--- src/rtl/pong_pkg.sv ---
// Shared definitions for the pong score keeper: FSM encoding, 7-segment
// glyphs (active-low {g,f,e,d,c,b,a}) and a BCD increment helper.
package pong_pkg;

  typedef enum logic [1:0] {
    ST_PLAY = 2'd0,
    ST_HOLD = 2'd1,
    ST_OVER = 2'd2
  } state_e;

  localparam logic [6:0] SEG_0     = 7'h40;
  localparam logic [6:0] SEG_1     = 7'h79;
  localparam logic [6:0] SEG_2     = 7'h24;
  localparam logic [6:0] SEG_3     = 7'h30;
  localparam logic [6:0] SEG_4     = 7'h19;
  localparam logic [6:0] SEG_5     = 7'h12;
  localparam logic [6:0] SEG_6     = 7'h02;
  localparam logic [6:0] SEG_7     = 7'h78;
  localparam logic [6:0] SEG_8     = 7'h00;
  localparam logic [6:0] SEG_9     = 7'h10;
  localparam logic [6:0] SEG_BLANK = 7'h7F;

  // Two-digit BCD +1; units carry into tens, tens 9 wraps to 0.
  function automatic logic [7:0] bcd_inc(input logic [7:0] v);
    logic [3:0] tens, units;
    tens  = v[7:4];
    units = v[3:0];
    if (units == 4'd9) begin
      units = 4'd0;
      tens  = (tens == 4'd9) ? 4'd0 : tens + 4'd1;
    end else begin
      units = units + 4'd1;
    end
    return {tens, units};
  endfunction

endpackage

--- src/rtl/bcd_to_7seg.sv ---
// One BCD digit to active-low segments; blank or non-decimal codes go dark.
module bcd_to_7seg
  import pong_pkg::*;
(
  input  logic [3:0] bcd,
  input  logic       blank,
  output logic [6:0] seg
);

  // Glyph lookup
  always_comb begin
    seg = SEG_BLANK;
    if (!blank) begin
      case (bcd)
        4'd0: seg = SEG_0;
        4'd1: seg = SEG_1;
        4'd2: seg = SEG_2;
        4'd3: seg = SEG_3;
        4'd4: seg = SEG_4;
        4'd5: seg = SEG_5;
        4'd6: seg = SEG_6;
        4'd7: seg = SEG_7;
        4'd8: seg = SEG_8;
        4'd9: seg = SEG_9;
        default: seg = SEG_BLANK;
      endcase
    end
  end

endmodule

--- src/rtl/pong_score_keeper.sv ---
// Pong score keeper: miss edge detect, BCD scores, serve/hold/over
// sequencing and a 4-digit multiplexed display showing LLRR.
module pong_score_keeper
  import pong_pkg::*;
#(
  parameter logic [7:0] WIN_SCORE    = 8'h11,
  parameter int         HOLD_FRAMES  = 120,
  parameter int         REFRESH_BITS = 18
) (
  input  logic       clk,
  input  logic       rst,
  input  logic       left_miss,
  input  logic       right_miss,
  input  logic       rescan,
  input  logic       new_game,
  output logic       serve_hold,
  output logic       game_over,
  output logic       winner,
  output logic [7:0] score_left,
  output logic [7:0] score_right,
  output logic [3:0] an,
  output logic [6:0] seg,
  output logic       dp
);

  localparam logic [7:0] HOLD_CNT = 8'(HOLD_FRAMES);

  state_e                  state;
  logic [7:0]              hold_cnt;
  logic                    lm_q, lm_prev, rm_q, rm_prev;
  logic                    l_edge, r_edge;
  logic [7:0]              nxt_left, nxt_right;
  logic                    blink;
  logic [REFRESH_BITS-1:0] refresh_cnt;
  logic [1:0]              sel;
  logic [3:0]              digit;
  logic                    digit_blank;
  logic [6:0]              glyph;

  assign l_edge    = lm_q & ~lm_prev;
  assign r_edge    = rm_q & ~rm_prev;
  assign nxt_left  = bcd_inc(score_left);
  assign nxt_right = bcd_inc(score_right);

  // Register the miss levels once, then keep a previous copy for edge detect
  always_ff @(posedge clk) begin
    if (rst) begin
      lm_q <= 1'b0; lm_prev <= 1'b0;
      rm_q <= 1'b0; rm_prev <= 1'b0;
    end else begin
      lm_q <= left_miss;  lm_prev <= lm_q;
      rm_q <= right_miss; rm_prev <= rm_q;
    end
  end

  // Game FSM with scores, hold counter and registered status outputs
  always_ff @(posedge clk) begin
    if (rst || new_game) begin
      state       <= ST_HOLD;
      hold_cnt    <= HOLD_CNT;
      serve_hold  <= 1'b1;
      game_over   <= 1'b0;
      winner      <= 1'b0;
      score_left  <= 8'h00;
      score_right <= 8'h00;
    end else begin
      case (state)
        ST_PLAY: begin
          if (l_edge || r_edge) begin
            state      <= ST_HOLD;
            hold_cnt   <= HOLD_CNT;
            serve_hold <= 1'b1;
            // simultaneous exits are a dead ball: re-serve without scoring
            if (r_edge && !l_edge) begin
              score_left <= nxt_left;
              if (nxt_left == WIN_SCORE) begin
                state     <= ST_OVER;
                game_over <= 1'b1;
                winner    <= 1'b0;
              end
            end else if (l_edge && !r_edge) begin
              score_right <= nxt_right;
              if (nxt_right == WIN_SCORE) begin
                state     <= ST_OVER;
                game_over <= 1'b1;
                winner    <= 1'b1;
              end
            end
          end
        end
        ST_HOLD: begin
          if (rescan) begin
            if (hold_cnt == 8'd1) begin
              state      <= ST_PLAY;
              serve_hold <= 1'b0;
            end else begin
              hold_cnt <= hold_cnt - 8'd1;
            end
          end
        end
        ST_OVER: ;
        default: begin
          state      <= ST_HOLD;
          hold_cnt   <= HOLD_CNT;
          serve_hold <= 1'b1;
        end
      endcase
    end
  end

  // Loser-digit flash phase: toggles each frame while the game is over
  always_ff @(posedge clk) begin
    if (rst || !game_over) blink <= 1'b0;
    else if (rescan)       blink <= ~blink;
  end

  // Free-running display refresh counter
  always_ff @(posedge clk) begin
    if (rst) refresh_cnt <= '0;
    else     refresh_cnt <= refresh_cnt + 1'b1;
  end

  assign sel = refresh_cnt[REFRESH_BITS-1 -: 2];

  // Pick the digit for the current position; leading-zero tens are dark
  always_comb begin
    digit       = 4'd0;
    digit_blank = 1'b1;
    case (sel)
      2'd3: begin
        digit       = score_left[7:4];
        digit_blank = (score_left[7:4] == 4'd0) || (game_over && blink && winner);
      end
      2'd2: begin
        digit       = score_left[3:0];
        digit_blank = game_over && blink && winner;
      end
      2'd1: begin
        digit       = score_right[7:4];
        digit_blank = (score_right[7:4] == 4'd0) || (game_over && blink && !winner);
      end
      default: begin
        digit       = score_right[3:0];
        digit_blank = game_over && blink && !winner;
      end
    endcase
  end

  bcd_to_7seg u_seg (
    .bcd   (digit),
    .blank (digit_blank),
    .seg   (glyph)
  );

  // Registered display drive; the point after the left units separates scores
  always_ff @(posedge clk) begin
    if (rst) begin
      an  <= 4'hF;
      seg <= SEG_BLANK;
      dp  <= 1'b1;
    end else begin
      an  <= ~(4'b0001 << sel);
      seg <= glyph;
      dp  <= (sel != 2'd2);
    end
  end

endmodule
--- config.mk ---
export PLATFORM = sky130hd
export DESIGN_NAME = pong_score_keeper
export DESIGN_NICKNAME = d
export VERILOG_FILES = /design/src/rtl/pong_pkg.sv /design/src/rtl/bcd_to_7seg.sv /design/src/rtl/pong_score_keeper.sv
export SDC_FILE = /design/constraint.sdc
export NUM_CORES = 1
export LEC_CHECK = 0
export ABC_AREA = 1
export BUFFER_PORTS_ARGS = -buffer_cell sky130_fd_sc_hd__buf_2
export CAP_MARGIN = 20
export CORE_MARGIN = 1
export CORE_UTILIZATION = 58
export DETAILED_ROUTE_END_ITERATION = 12
export GPL_TIMING_DRIVEN = 0
export PLACE_DENSITY = 0.9
export SYNTH_ARGS = -nofsm -noshare
export SYNTH_HDL_FRONTEND = slang
export SYNTH_SLANG_ARGS = --single-unit
--- constraint.sdc ---
create_clock -name clk -period 2 [get_ports clk]
set_input_delay 0.1 -clock clk [delete_from_list [all_inputs] [get_ports clk]]
set_output_delay 0.1 -clock clk [all_outputs]
set_load 0.05 [all_outputs]
## After elaboration in Yosys (flattened, before gate mapping)

Memory sizes are Yosys's and may differ from the RTL's. A register that Yosys moved wholly into a read port is not among the register bits.
Cells that the tools add are included.

| storage, ports and cells | value |
|---|---|
| bits in latches | 0 |
| input bits | 6 |
| memories | 1 |
| memory bits (writable) | 0 |
| ROM bits | 112 |
| logic and storage cells | 104 |
| register bits | 57 |

Memories:

| name | words | bits a word | rd ports | clocked after memory_dff | wr ports | line | text |
|---|---|---|---|---|---|---|---|
| (no name shown) | 16 | 7 | 1 | 1 | 0 | bcd_to_7seg.sv:14 | `case (bcd)` |

| cells by class | value |
|---|---|
| magnitude comparators | 0 |
| shifts and indexed selects | 1 |
| multiplexer cells | 30 |
| reductions and logical operators | 25 |
| eq/ne operators | 18 |
| div/mod/pow operators | 0 |
| bitwise logic cells | 8 |
| multipliers | 0 |
| add/subtract/negate cells | 6 |

Operator list:

| operator | number |
|---|---|
| $mux W4 | 6 |
| $mux W8 | 3 |
| $pmux W8 S3 | 1 |
| $add A18 B1 Y18 const B | 1 |
| $add A4 B1 Y4 const B | 4 |
| $eq A4 B4 Y1 const B | 4 |
| $eq A8 B5 Y1 const B | 2 |
| $mux W2 | 7 |
| $pmux W4 S3 | 1 |
| $reduce_and A4 Y1 | 3 |
| $ne A2 B2 Y1 const B | 5 |
| $mux W1 | 9 |
| $eq A8 B1 Y1 const B | 1 |
| $logic_not A4 Y1 | 2 |
| $sub A8 B1 Y8 const B | 1 |
| $eq A2 B2 Y1 const B | 3 |
| $pmux W1 S3 | 2 |
| $pmux W2 S3 | 1 |
| $logic_and A1 B1 Y1 | 5 |
| $logic_or A1 B1 Y1 | 5 |
| $not A1 Y1 | 5 |
| $reduce_and A5 Y1 | 1 |
| $eq A2 B1 Y1 const B | 2 |
| $logic_not A1 Y1 | 4 |
| 8 further kinds | 10 |

## Logic depth before layout (Yosys ltp)

Gate-level depths: netlist of run 1.

| depth | value |
|---|---|
| word-level depth | 9 |
| mapped depth | 12 |

## By module

Synthesis of run 1 repeated with hierarchy kept, for this count alone.

| second synthesis, totals | value |
|---|---|
| cells, all modules | 463 |
| area, all modules | 3270.6 µm² |

By module, submodules not included:

| module | times used | cells an instance | area each (µm²) | sequential area each (µm²) |
|---|---|---|---|---|
| pong_score_keeper | 1 | 426 | 3061.7 | 1261.2 |
| bcd_to_7seg | 1 | 37 | 209.0 | 0.0 |

## Least setup slack after synthesis of run 1

OpenSTA, ideal clock, no wires.

| timing | value |
|---|---|
| path type | register -> register |
| start | reg score_right[4] |
| end | reg seg[3] |
| period minus slack after synthesis | 1995 ps |
| setup slack | 5 ps |
| stages on the path, launching flop included | 11 |
| library setup time | 122 ps |
| arrival time | 1873 ps |
| cell sequence | dfxtp_1 buf_2 nand2_1 o21ai_0 inv_1 nand3_1 inv_1 ha_1 or2_2 nand2_1 nand2_1 |

| between the ends | value |
|---|---|
| longest elaborated chain between the ends | 4 |

RTL lines:

| element | line | text |
|---|---|---|
| start: declaration | pong_score_keeper.sv:20 | `output logic [7:0] score_right,` |
| start signal: assignment | pong_score_keeper.sv:82 | `score_right <= nxt_right;` |
| $logic_not A4 Y1 | pong_score_keeper.sv:140 | `digit_blank = (score_right[7:4] == 4'd0) \|\| (game_over && blink && !winner);` |
| $logic_or A1 B1 Y1 | pong_score_keeper.sv:140 |  |
| $pmux W1 S3 | pong_score_keeper.sv:129 | `case (sel)` |
| $reduce_or A2 Y1 (no line) | - |  |
| end: declaration | pong_score_keeper.sv:22 | `output logic [6:0] seg,` |

Parallel ways exist; a longest one is shown, timed or not.
A chain may end at the register's enable or synchronous reset.

## Worst setup path after layout of run 1

| timing | value |
|---|---|
| start | reg refresh_cnt[17] |
| end | reg seg[3] |

| between the ends | value |
|---|---|
| longest elaborated chain between the ends | 3 |

RTL lines:

| element | line | text |
|---|---|---|
| start: declaration | pong_score_keeper.sv:34 | `logic [REFRESH_BITS-1:0] refresh_cnt;` |
| start signal: assignment | pong_score_keeper.sv:120 | `else refresh_cnt <= refresh_cnt + 1'b1;` |
| $eq A2 B1 Y1 or $eq A2 B2 Y1 (tied branches) | pong_score_keeper.sv:129 |  |
| $pmux W1 S3 | pong_score_keeper.sv:129 |  |
| $reduce_or A2 Y1 (no line) | - |  |

Parallel ways exist; a longest one is shown, timed or not.

==> run metrics, run 1 <==
status=complete, no violations; core outline area=5270 um^2; flop2flop setup slack=0.18 ns; main area contributors after synthesis=sky130_fd_sc_hd__dfxtp_1, sky130_fd_sc_hd__nand2_1, sky130_fd_sc_hd__inv_1; number of failing setup endpoints in the final timing report=0; final antenna diode count=0; Avg WL per Cell=12.0 um; CTS clk-pin slew, worst paths=0.06 ns; min cycle time layout=1.82 ns; setup repair after global routing missed its margin=no; proportion of layout cells with a drive suffix above 1=18.4%; series of cell instances along the critical path=buf_6 -> inv_2 -> nor2_4 -> inv_1 -> o21ai_1 -> inv_1 -> nand3_2 -> inv_1 -> ha_1 -> or2_2 -> nand2_1 -> nand2_1; half-perimeter wire length after placement=5070 um; EDFF count, synth=0; Clock H-tree levels=3; fill count=443; Worst path max stage delay=0.32 ns; final max-slew violation count=0; share of flip-flops with an asynchronous set or reset=0%; sequential area share after synthesis=38.5%; CTS sink cnt=63; width of the die=77.1 um; post-route antenna net violation count=0; area growth from synthesis to layout=14.4%; cell family with most CP delay=simple AND/OR/NAND/NOR gates; count of synthesis-stage warnings from yosys=0; Die Ht=77.1 um; list of most frequent post-synthesis cells=sky130_fd_sc_hd__nand2_1, sky130_fd_sc_hd__inv_1, sky130_fd_sc_hd__dfxtp_1; clock tree root buffer cell=sky130_fd_sc_hd__clkbuf_8; top cell type by total area after synthesis=sky130_fd_sc_hd__dfxtp_1; Hold Vio Cnt, Final=0; fraction of the cycle the final worst path needs=91.0%; total routing resource utilization after global routing=25.1%; Tot Pwr=2.40 mW; Via density=5.34; post-placement setup slack=-0.0520 ns; non-filler instance count after layout=586; library cell with the highest instance count after synthesis=sky130_fd_sc_hd__nand2_1; leakage power total=1.64 nW; Setup crit start kind=flip-flop; post-CTS setup repair buffer count=0; Die Area=5950 um^2; number of buffers between clock root and the deepest sink=2; number of buffers and inverters on the critical path=5; class of the most critical hold timing path=in -> reg; total gr overflow=0; average footprint of a synthesized cell=7.05 um^2; global-route wire length before repair=11900 um; most common cell type on the critical path=sky130_fd_sc_hd__inv_1; First DRT Iteration DRCs=190; routed via count=3128; top-level port count=37; number of antenna violations at the first check in global routing=0; power per cell area=640 nW/um^2; slowest CP cell=sky130_fd_sc_hd__dfxtp_1; actual transition at the worst max-transition pin=0.524 ns; placer's final routability congestion estimate=0.876; # DRC=0; later-pin clock latency in the skew report=0.34 ns; remaining max-slew budget at the tightest pin=65.0%; post-synthesis instance area=3270 um^2; count of maximum capacitance violations=0; data required time of the critical path=2.23 ns; placed instance count=570; CTS buffer count=9; TritonCTS clock tree=built; row count=26; min setup slack post-route=0.180 ns; hold slack final=0.0280 ns; IO buf count=36; Synth Flop Type=sky130_fd_sc_hd__dfxtp_1; type of the worst setup path=reg -> reg; cell count after synthesis=464; effective utilization at floorplan=62.1%; number of nets in the layout=530; flip-flop and latch count after synthesis=63; capturing element type of the critical path=flip-flop; CP Max Fanout=8; area share of the leading cell type in the synthesized netlist=38.5%; maximum vdd ir drop=0.000435 V; maximum number of pins on one net before global-route repair=11; data arrival time of the worst path=2.05 ns; Post-Synthesis Net Count=481; Highest Clock Rate=549 MHz; first drt pass iteration count=5; number of global-route vias before repair=2775; unique cell type count in the Yosys netlist=38; post-route clock skew=0.00678 ns; drt total wl=7040 um
==> placed cells by master, fill, tap and decap left out, drive strengths merged, types with 12 or more instances in the layout <==
cell / synthesis / routed
nand2: 102 / 102
inv: 76 / 76
nor2: 65 / 65
dfxtp: 63 / 63
buf: 4 / 40
nand3: 33 / 33
a21oi: 30 / 30
o21ai: 30 / 30
clkbuf: 3 / 16
nor3: 12 / 12
==> worst reg2reg max path, delay by kind of cell (launching register included) <==
family / cells / cell delay [ns]
buffers and inverters: 5 / 0.40
flip-flops: 1 / 0.32
adder cells (fa/ha/maj): 1 / 0.27
AND/OR/NAND/NOR: 5 / 0.61
AO/OA/AOI/OAI: 1 / 0.11
==> final timing paths <==
| check | start | cells past startpoint | endpoint |
|---|---|---|---|
| max | refresh_cnt[17] | 12 | seg[3] |
| min | rst | 2 | refresh_cnt[5] |
| max reg2reg | refresh_cnt[17] | 12 | seg[3] |
| min reg2reg | lm_q | 2 | lm_prev |
==> area by class of cell <==
type                    instances  area (um^2)  area share [%]
multi-input cells             318         1710            45.5
flip-flops and latches         63         1260            33.7
inverters                      76          285            7.62
repair buffers                 38          200            5.35
clock buffers                  13          159            4.24
well taps                      70         87.6            2.34
plain buffers                   7         40.0            1.07
clock inverters                 1         5.00           0.134
==> timing repair <==
action | in CTS | in global routing
endpoints found under the setup margin | 1 | 4
hold buffers | 2 | 0
endpoints found under the hold margin | 2 | 0
resized for setup | 1 | 7
==> power breakdown <==
group / leakage [nW] / internal, mW / switching (mW)
sequential: 0.513 / 1.28 / 0.0123
combinational: 1.04 / 0.0425 / 0.102
clock: 0.0854 / 0.502 / 0.462
total: 1.64 / 1.82 / 0.576
==> metrics by stage <==
step                instance area [um^2]  setup TNS (ns)  utilization, %
floorplan                           3270               0               -
global placement                    3540         -0.0345            67.2
detailed placement                  3540         -0.0520            67.2
CTS                                 3730               0            70.7
global route                        3740               0            71.1
finish                              3740               0            71.1
==> registers in the layout (all words and copies together), names as in the netlist, 2 cells and up <==
| name | count |
|---|---|
| score_left | 8 |
| hold_cnt | 8 |
| seg | 7 |
| state | 2 |
| refresh_cnt | 18 |
| score_right | 8 |
| an | 3 |
==> kinds of logic after synthesis <==
family	synth area share (%)
compound gates	14.0
fa+ha+maj	4.20
buf+inv	9.82
xor+xnor	1.34
flops	38.5
simple gates	32.1
==> metal layers <==
layer	track usage, %	wire (um)	vias up	share of wire, %
met3	6.31	417	16	5.9
met5	0	0	-	0
met1	31.8	3200	1413	45
met4	10.6	112	0	1.6
li1	-	-	1591	-
met2	40.4	3310	108	47
Note: power is estimated with default switching activity, not from simulation.
==> inputs of run 2 (changes only) <==
CORE_UTILIZATION = 45   (was 58)
PLACE_DENSITY = 0.75   (was 0.9)
SLEW_MARGIN = 20   (was not set)
==> run 2 against run 1 <==
Routed wire length shrank 1.0%. Clock-buffer cell count decreased by 2. Cell count is 4.8% higher. Critical endpoint unchanged. Critical path depth is the same. Core utilization fell by 17 points. Sequential cell count unchanged. Die area rose by 28%. Critical path type unchanged. Final area grew 0.53%. Largest power group unchanged.
==> run metrics, run 2 (synthesis results as in run 1) <==
effective utilization at floorplan=47.4% (-15 points); part of the power in the clock network=39.2% (-1.0 points); Hold Vio Cnt, Final=0 (unchanged); CP Max Fanout=8 (unchanged); count of maximum capacitance violations=0 (unchanged); top-level port count=37 (unchanged); class of the most critical hold timing path=in -> reg; Die Ht=87.3 um (+13%); Highest Clock Rate=547 MHz (-0.41%); Avg WL per Cell=11.4 um (-5.5%); core outline area=6910 um^2 (+31%); number of antenna violations at the first check in global routing=0 (unchanged); data arrival time of the worst path=2.05 ns (about the same); Worst Hold Path Cells=2 (unchanged); Via density=4.99 (-6.6%); placer's final routability congestion estimate=0.885 (+0.94%); largest register by flop count=refresh_cnt; First DRT Iteration DRCs=147 (-23%); global-route wire length before repair=12100 um (+1.7%); min cycle time layout=1.83 ns (+0.00743 ns); maximum number of pins on one net before global-route repair=11 (unchanged); drt total wl=6970 um (-1.0%); proportion of layout cells with a drive suffix above 1=18.9% (+0.51 points); part of the power in registers=54.7% (+1.0 points); Switching Share=25.4% (+1.3 points); commonest non-fill, non-tap cells in the layout=sky130_fd_sc_hd__nand2_1, sky130_fd_sc_hd__inv_1, sky130_fd_sc_hd__dfxtp_1, sky130_fd_sc_hd__nor2_1, sky130_fd_sc_hd__buf_2; # DRC=0 (unchanged); Clock H-tree levels=3 (unchanged); post-route clock skew=0.0111 ns (+0.00433 ns); number of buffers between clock root and the deepest sink=2 (unchanged); hold slack final=0.0351 ns (+0.00707 ns); final antenna diode count=0 (unchanged); power per cell area=625 nW/um^2 (-2.3%); actual transition at the worst max-transition pin=0.532 ns (+0.00796 ns); CTS clk-pin slew, worst paths=0.07 ns (about the same); width of the die=87.3 um (+13%); total gr overflow=0 (unchanged); Setup crit start kind=flip-flop; CTS sink cnt=63 (unchanged); fraction of the cycle the final worst path needs=91.4% (+0.37 points); routed via count=3062 (-2.1%); first drt pass iteration count=4 (-1); final instance area=3760 um^2 (+0.53%); status=complete, no violations; TritonCTS clock tree=built; data required time of the critical path=2.22 ns (about the same); row count=30 (+15%); Placement Cell Area=3570 um^2 (+0.92%); number of global-route vias before repair=2816 (+1.5%); Internal Pwr Total=1.76 mW (-3.5%); setup repair after global routing missed its margin=no; clock tree root buffer cell=sky130_fd_sc_hd__clkbuf_8; capturing element type of the critical path=flip-flop; Worst Reg2Reg Path Length in Cells=12 (unchanged); area growth from synthesis to layout=15.0%; maximum vdd ir drop=0.000353 V (-19%); cell family with most CP delay=simple AND/OR/NAND/NOR gates; P_sw=0.597 mW (+3.7%); Tot Pwr=2.35 mW (-1.8%); final max-slew violation count=0 (unchanged); number of buffers and inverters on the critical path=5 (unchanged); number of nets in the layout=530 (unchanged); remaining max-slew budget at the tightest pin=64.5% (-0.53 points); Worst path max stage delay=0.31 ns (about the same); commonest non-fill, non-tap cell in the layout=sky130_fd_sc_hd__nand2_1; post-route antenna net violation count=0 (unchanged); number of failing setup endpoints in the final timing report=0 (unchanged); half-perimeter wire length after placement=5190 um (+2.5%); type of the worst setup path=reg -> reg; leakage power total=1.64 nW (about the same); later-pin clock latency in the skew report=0.34 ns (about the same); portion of total power attributed to combinational logic=6.1% (about the same); slowest CP cell=sky130_fd_sc_hd__dfxtp_1; max FFs per register=18 (unchanged); CTS buffer count=9 (unchanged); Die Area=7620 um^2 (+28%); total routing resource utilization after global routing=20.3% (-4.8 points); fill count=697 (+57%); post-CTS setup repair buffer count=0 (unchanged); series of cell instances along the critical path=buf_4 -> inv_2 -> nor2_4 -> inv_1 -> o21ai_1 -> inv_1 -> nand3_2 -> inv_2 -> ha_1 -> or2_2 -> nand2_1 -> nand2_1; count of cell instances traversed by the critical path=12 (unchanged); IO buf count=36 (unchanged)
## run 2: final cells by class
class	count	area, um^2	area share (%)
clock buffer	11	131	3.49
buffer	7	36.3	0.964
sequential	63	1260	33.6
multi-input combinational	318	1700	45.2
timing repair buffer	38	200	5.32
inverter	76	285	7.58
tap	96	120	3.19
clock inverter	5	25.0	0.665
## run 2: what timing repair did
item / CTS / global route
gates resized for setup: 2 / 6
endpoints found under the hold margin: 2 / 0
pin swaps: 0 / 0
endpoints found under the setup margin: 1 / 5
hold buffers: 2 / 0
## run 2: through the flow
step | TNS (ns) | cells | utilization (%) | setup slack [ns]
5_1_grt | 0 | 614 | 54.5 | 0.00289
3_3_place_gp | -0.0464 | 596 | 51.7 | -0.0464
6_report | 0 | 614 | 54.5 | 0.172
4_1_cts | 0 | 614 | 54.4 | 0.0441
3_5_place_dp | -0.0794 | 596 | 51.7 | -0.0794
2_1_floorplan | 0 | 464 | - | 0.00477
## run 2: power groups by stage
stage	logic [mW]	registers [mW]	clock network, mW
final	0.143	1.29	0.923
after global placement	0.136	1.32	0
after global routing	0.160	1.29	0.997
after floorplan	0.0783	1.34	0
after detailed placement	0.140	1.32	0
after CTS	0.144	1.29	0.940
## run 2: per-layer routing
metal | track usage (%) | wire length, um | part of all wire, % | vias up
met5 | 0 | 0 | 0 | -
met3 | 4.83 | 349 | 5.0 | 10
met2 | 33.0 | 3130 | 45 | 79
li1 | - | - | - | 1589
met4 | 7.90 | 99 | 1.4 | 0
met1 | 25.9 | 3390 | 49 | 1384
## run 2: path summary, 6_finish.rpt
kind                                 startpoint  slack [ns]             end
worst max-delay path            refresh_cnt[17]        0.17          seg[3]
worst min-delay path                        rst        0.04  refresh_cnt[5]
worst max register to register  refresh_cnt[17]        0.17          seg[3]
worst min register to register             rm_q        0.43         rm_prev
## run 2: worst register-to-register path, cell delays in order (launching register included)
cell,delay [ns]
sky130_fd_sc_hd__dfxtp_1,0.31
sky130_fd_sc_hd__buf_4,0.15
sky130_fd_sc_hd__inv_2,0.07
sky130_fd_sc_hd__nor2_4,0.11
sky130_fd_sc_hd__inv_1,0.06
sky130_fd_sc_hd__o21ai_1,0.11
sky130_fd_sc_hd__inv_1,0.06
sky130_fd_sc_hd__nand3_2,0.10
sky130_fd_sc_hd__inv_2,0.06
sky130_fd_sc_hd__ha_1,0.26
sky130_fd_sc_hd__or2_2,0.30
sky130_fd_sc_hd__nand2_1,0.07
sky130_fd_sc_hd__nand2_1,0.05
==> inputs of run 3 (changes only) <==
RECOVER_POWER = 25   (was not set)
==> run 3 against run 2 <==
Worst setup slack better by 0.00085 ns. Fmax about the same. Critical path depth unchanged. Global-route usage unchanged. Worst hold slack better by 0.017 ns. Routed wire length up 0.43%. Cell count unchanged. Non-clock buffer count unchanged. Via count about the same. Sequential power about the same.
==> run metrics, run 3 (synthesis results as in run 1) <==
IO buf count=36 (unchanged); post-route clock skew=0.0111 ns (+0.0000159 ns); Via density=4.99 (about the same); combined area of the multi-input logic cells=1700 um^2 (unchanged); global routing usage on met1=25.9% (unchanged); # DRC=0 (unchanged); Placement Cell Area=3570 um^2 (unchanged); count of maximum capacitance violations=0 (unchanged); First DRT Iteration DRCs=147 (unchanged); post-route antenna net violation count=0 (unchanged); CTS buffer count=9 (unchanged); capturing element type of the critical path=flip-flop; Setup crit start kind=flip-flop; CTS sink cnt=63 (unchanged); post-placement setup slack=-0.0794 ns (unchanged); worst hold path endpoint=blink; min cycle time layout=1.83 ns (-0.000855 ns); Die Area=7620 um^2 (unchanged); series of cell instances along the critical path=buf_4 -> inv_2 -> nor2_4 -> inv_1 -> o21ai_1 -> inv_1 -> nand3_2 -> inv_2 -> ha_1 -> or2_2 -> nand2_1 -> nand2_1; Highest Clock Rate=547 MHz (about the same); end of the worst register-to-register path=seg[3]; clock tree root buffer cell=sky130_fd_sc_hd__clkbuf_8; effective utilization at floorplan=47.4% (unchanged); class of the most critical hold timing path=in -> reg; type of the worst setup path=reg -> reg; proportion of layout cells with a drive suffix above 1=16.6% (-2.3 points); flop2flop setup slack=0.17 ns (about the same); Avg WL per Cell=11.4 um (+0.43%); first drt pass iteration count=4 (unchanged); final instance area=3750 um^2 (-0.40%); power per cell area=627 nW/um^2 (+0.29%); Worst path max stage delay=0.31 ns (about the same); Crit Reg-Reg Startpoint=refresh_cnt[17]; maximum number of pins on one net before global-route repair=11 (unchanged); setup repair after global routing missed its margin=no; drt total wl=7000 um (+0.43%); largest register by flop count=refresh_cnt; number of nets in the layout=530 (unchanged); width of the die=87.3 um (unchanged); data arrival time of the worst path=2.05 ns (about the same); later-pin clock latency in the skew report=0.34 ns (about the same); commonest non-fill, non-tap cells in the layout=sky130_fd_sc_hd__nand2_1, sky130_fd_sc_hd__inv_1, sky130_fd_sc_hd__dfxtp_1, sky130_fd_sc_hd__nor2_1, sky130_fd_sc_hd__a21oi_1; placer's final routability congestion estimate=0.885 (unchanged); remaining max-slew budget at the tightest pin=60.2% (-4.3 points); Worst Hold Path Cells=3 (+1); slowest CP cell=sky130_fd_sc_hd__dfxtp_1; maximum vdd ir drop=0.000353 V (about the same); TritonCTS clock tree=built; number of buffers between clock root and the deepest sink=2 (unchanged); fill count=699 (+0.29%); hold slack final=0.0522 ns (+0.0171 ns); status=complete, no violations; data required time of the critical path=2.23 ns (about the same); global routing usage on met2=33.0% (unchanged); actual transition at the worst max-transition pin=0.599 ns (+0.0665 ns); sequential cell area in the final layout=1260 um^2 (unchanged); max FFs per register=18 (unchanged); CP Max Fanout=8 (unchanged); hold path startpoint=rescan; met3 track demand over resource=4.83% (unchanged); global-route wire length before repair=12100 um (unchanged); total gr overflow=0 (unchanged); final antenna diode count=0 (unchanged); top-level port count=37 (unchanged); Die Ht=87.3 um (unchanged); number of global-route vias before repair=2816 (unchanged); core outline area=6910 um^2 (unchanged); half-perimeter wire length after placement=5190 um (unchanged); Setup Total Neg Slack=0 ns (unchanged); Worst Reg2Reg Path Length in Cells=12 (unchanged); CTS clk-pin slew, worst paths=0.07 ns (about the same); number of antenna violations at the first check in global routing=0 (unchanged); total routing resource utilization after global routing=20.3% (unchanged); Clock H-tree levels=3 (unchanged); area growth from synthesis to layout=14.6%; Hold Vio Cnt, Final=0 (unchanged); min setup slack post-route=0.173 ns (+0.000855 ns); row count=30 (unchanged); GRT busiest layer=met2; final max-slew violation count=0 (unchanged); post-CTS setup repair buffer count=0 (unchanged); routed via count=3061 (-0.033%); number of failing setup endpoints in the final timing report=0 (unchanged); commonest non-fill, non-tap cell in the layout=sky130_fd_sc_hd__nand2_1; fraction of the cycle the final worst path needs=91.3% (about the same); leakage power total=1.61 nW (-1.8%)
run 3: power breakdown:
part | switching, mW | internal [mW] | leakage, nW
Combinational | 0.101 | 0.0397 | 1.01
Sequential | 0.0130 | 1.28 | 0.513
Clock | 0.484 | 0.439 | 0.0866
run 3: timing repair:
| action | CTS | global route |
|---|---|---|
| pin swaps | 0 | 0 |
| endpoints found under the setup margin | 1 | 5 |
| hold buffers | 2 | 0 |
| hold endpoints to repair | 2 | 0 |
| gates resized for setup | 2 | 6 |
run 3: area by class of cell:
cell class | instances | share of cell area (%)
multi-input cells | 318 | 45.4
clock buffers | 11 | 3.50
well taps | 96 | 3.20
repair buffers | 38 | 4.94
plain buffers | 7 | 0.968
clock inverters | 5 | 0.667
flip-flops and latches | 63 | 33.7
inverters | 76 | 7.61
run 3: worst max-delay path by stage:
| stage | from | endpoint | slack, ns | cells after the start |
|---|---|---|---|---|
| 3_3_place_gp | refresh_cnt[17] | seg[3] | -0.05 | 12 |
| 6_report | refresh_cnt[17] | seg[3] | 0.17 | 12 |
| 4_1_cts | refresh_cnt[17] | seg[3] | 0.04 | 12 |
| 2_1_floorplan | score_right[4] | seg[3] | 0.005 | 10 |
| 5_1_grt | refresh_cnt[17] | seg[3] | 0.003 | 12 |
| 3_5_place_dp | refresh_cnt[17] | seg[3] | -0.08 | 12 |
run 3: metrics by stage:
stage               utilization, %  total power [mW]  cells
detailed placement            51.7              1.46    596
CTS                           54.4              2.37    614
global placement              51.7              1.45    596
finish                        54.3              2.35    614
global route                  54.3              2.45    614
floorplan                        -              1.42    464
run 3: worst max-delay path, delay by kind of cell (launching register included):
kind / cells / cell delay [ns]
buffers and inverters: 5 / 0.40
and+or+nand+nor: 5 / 0.63
DFF: 1 / 0.31
adders and majority gates: 1 / 0.26
AOI/OAI and AO/OA: 1 / 0.11
run 3: per-layer routing:
layer	routed length, um	vias to the layer above
met5	0	-
met4	105	0
met2	3120	77
met3	360	11
met1	3410	1384
li1	-	1589
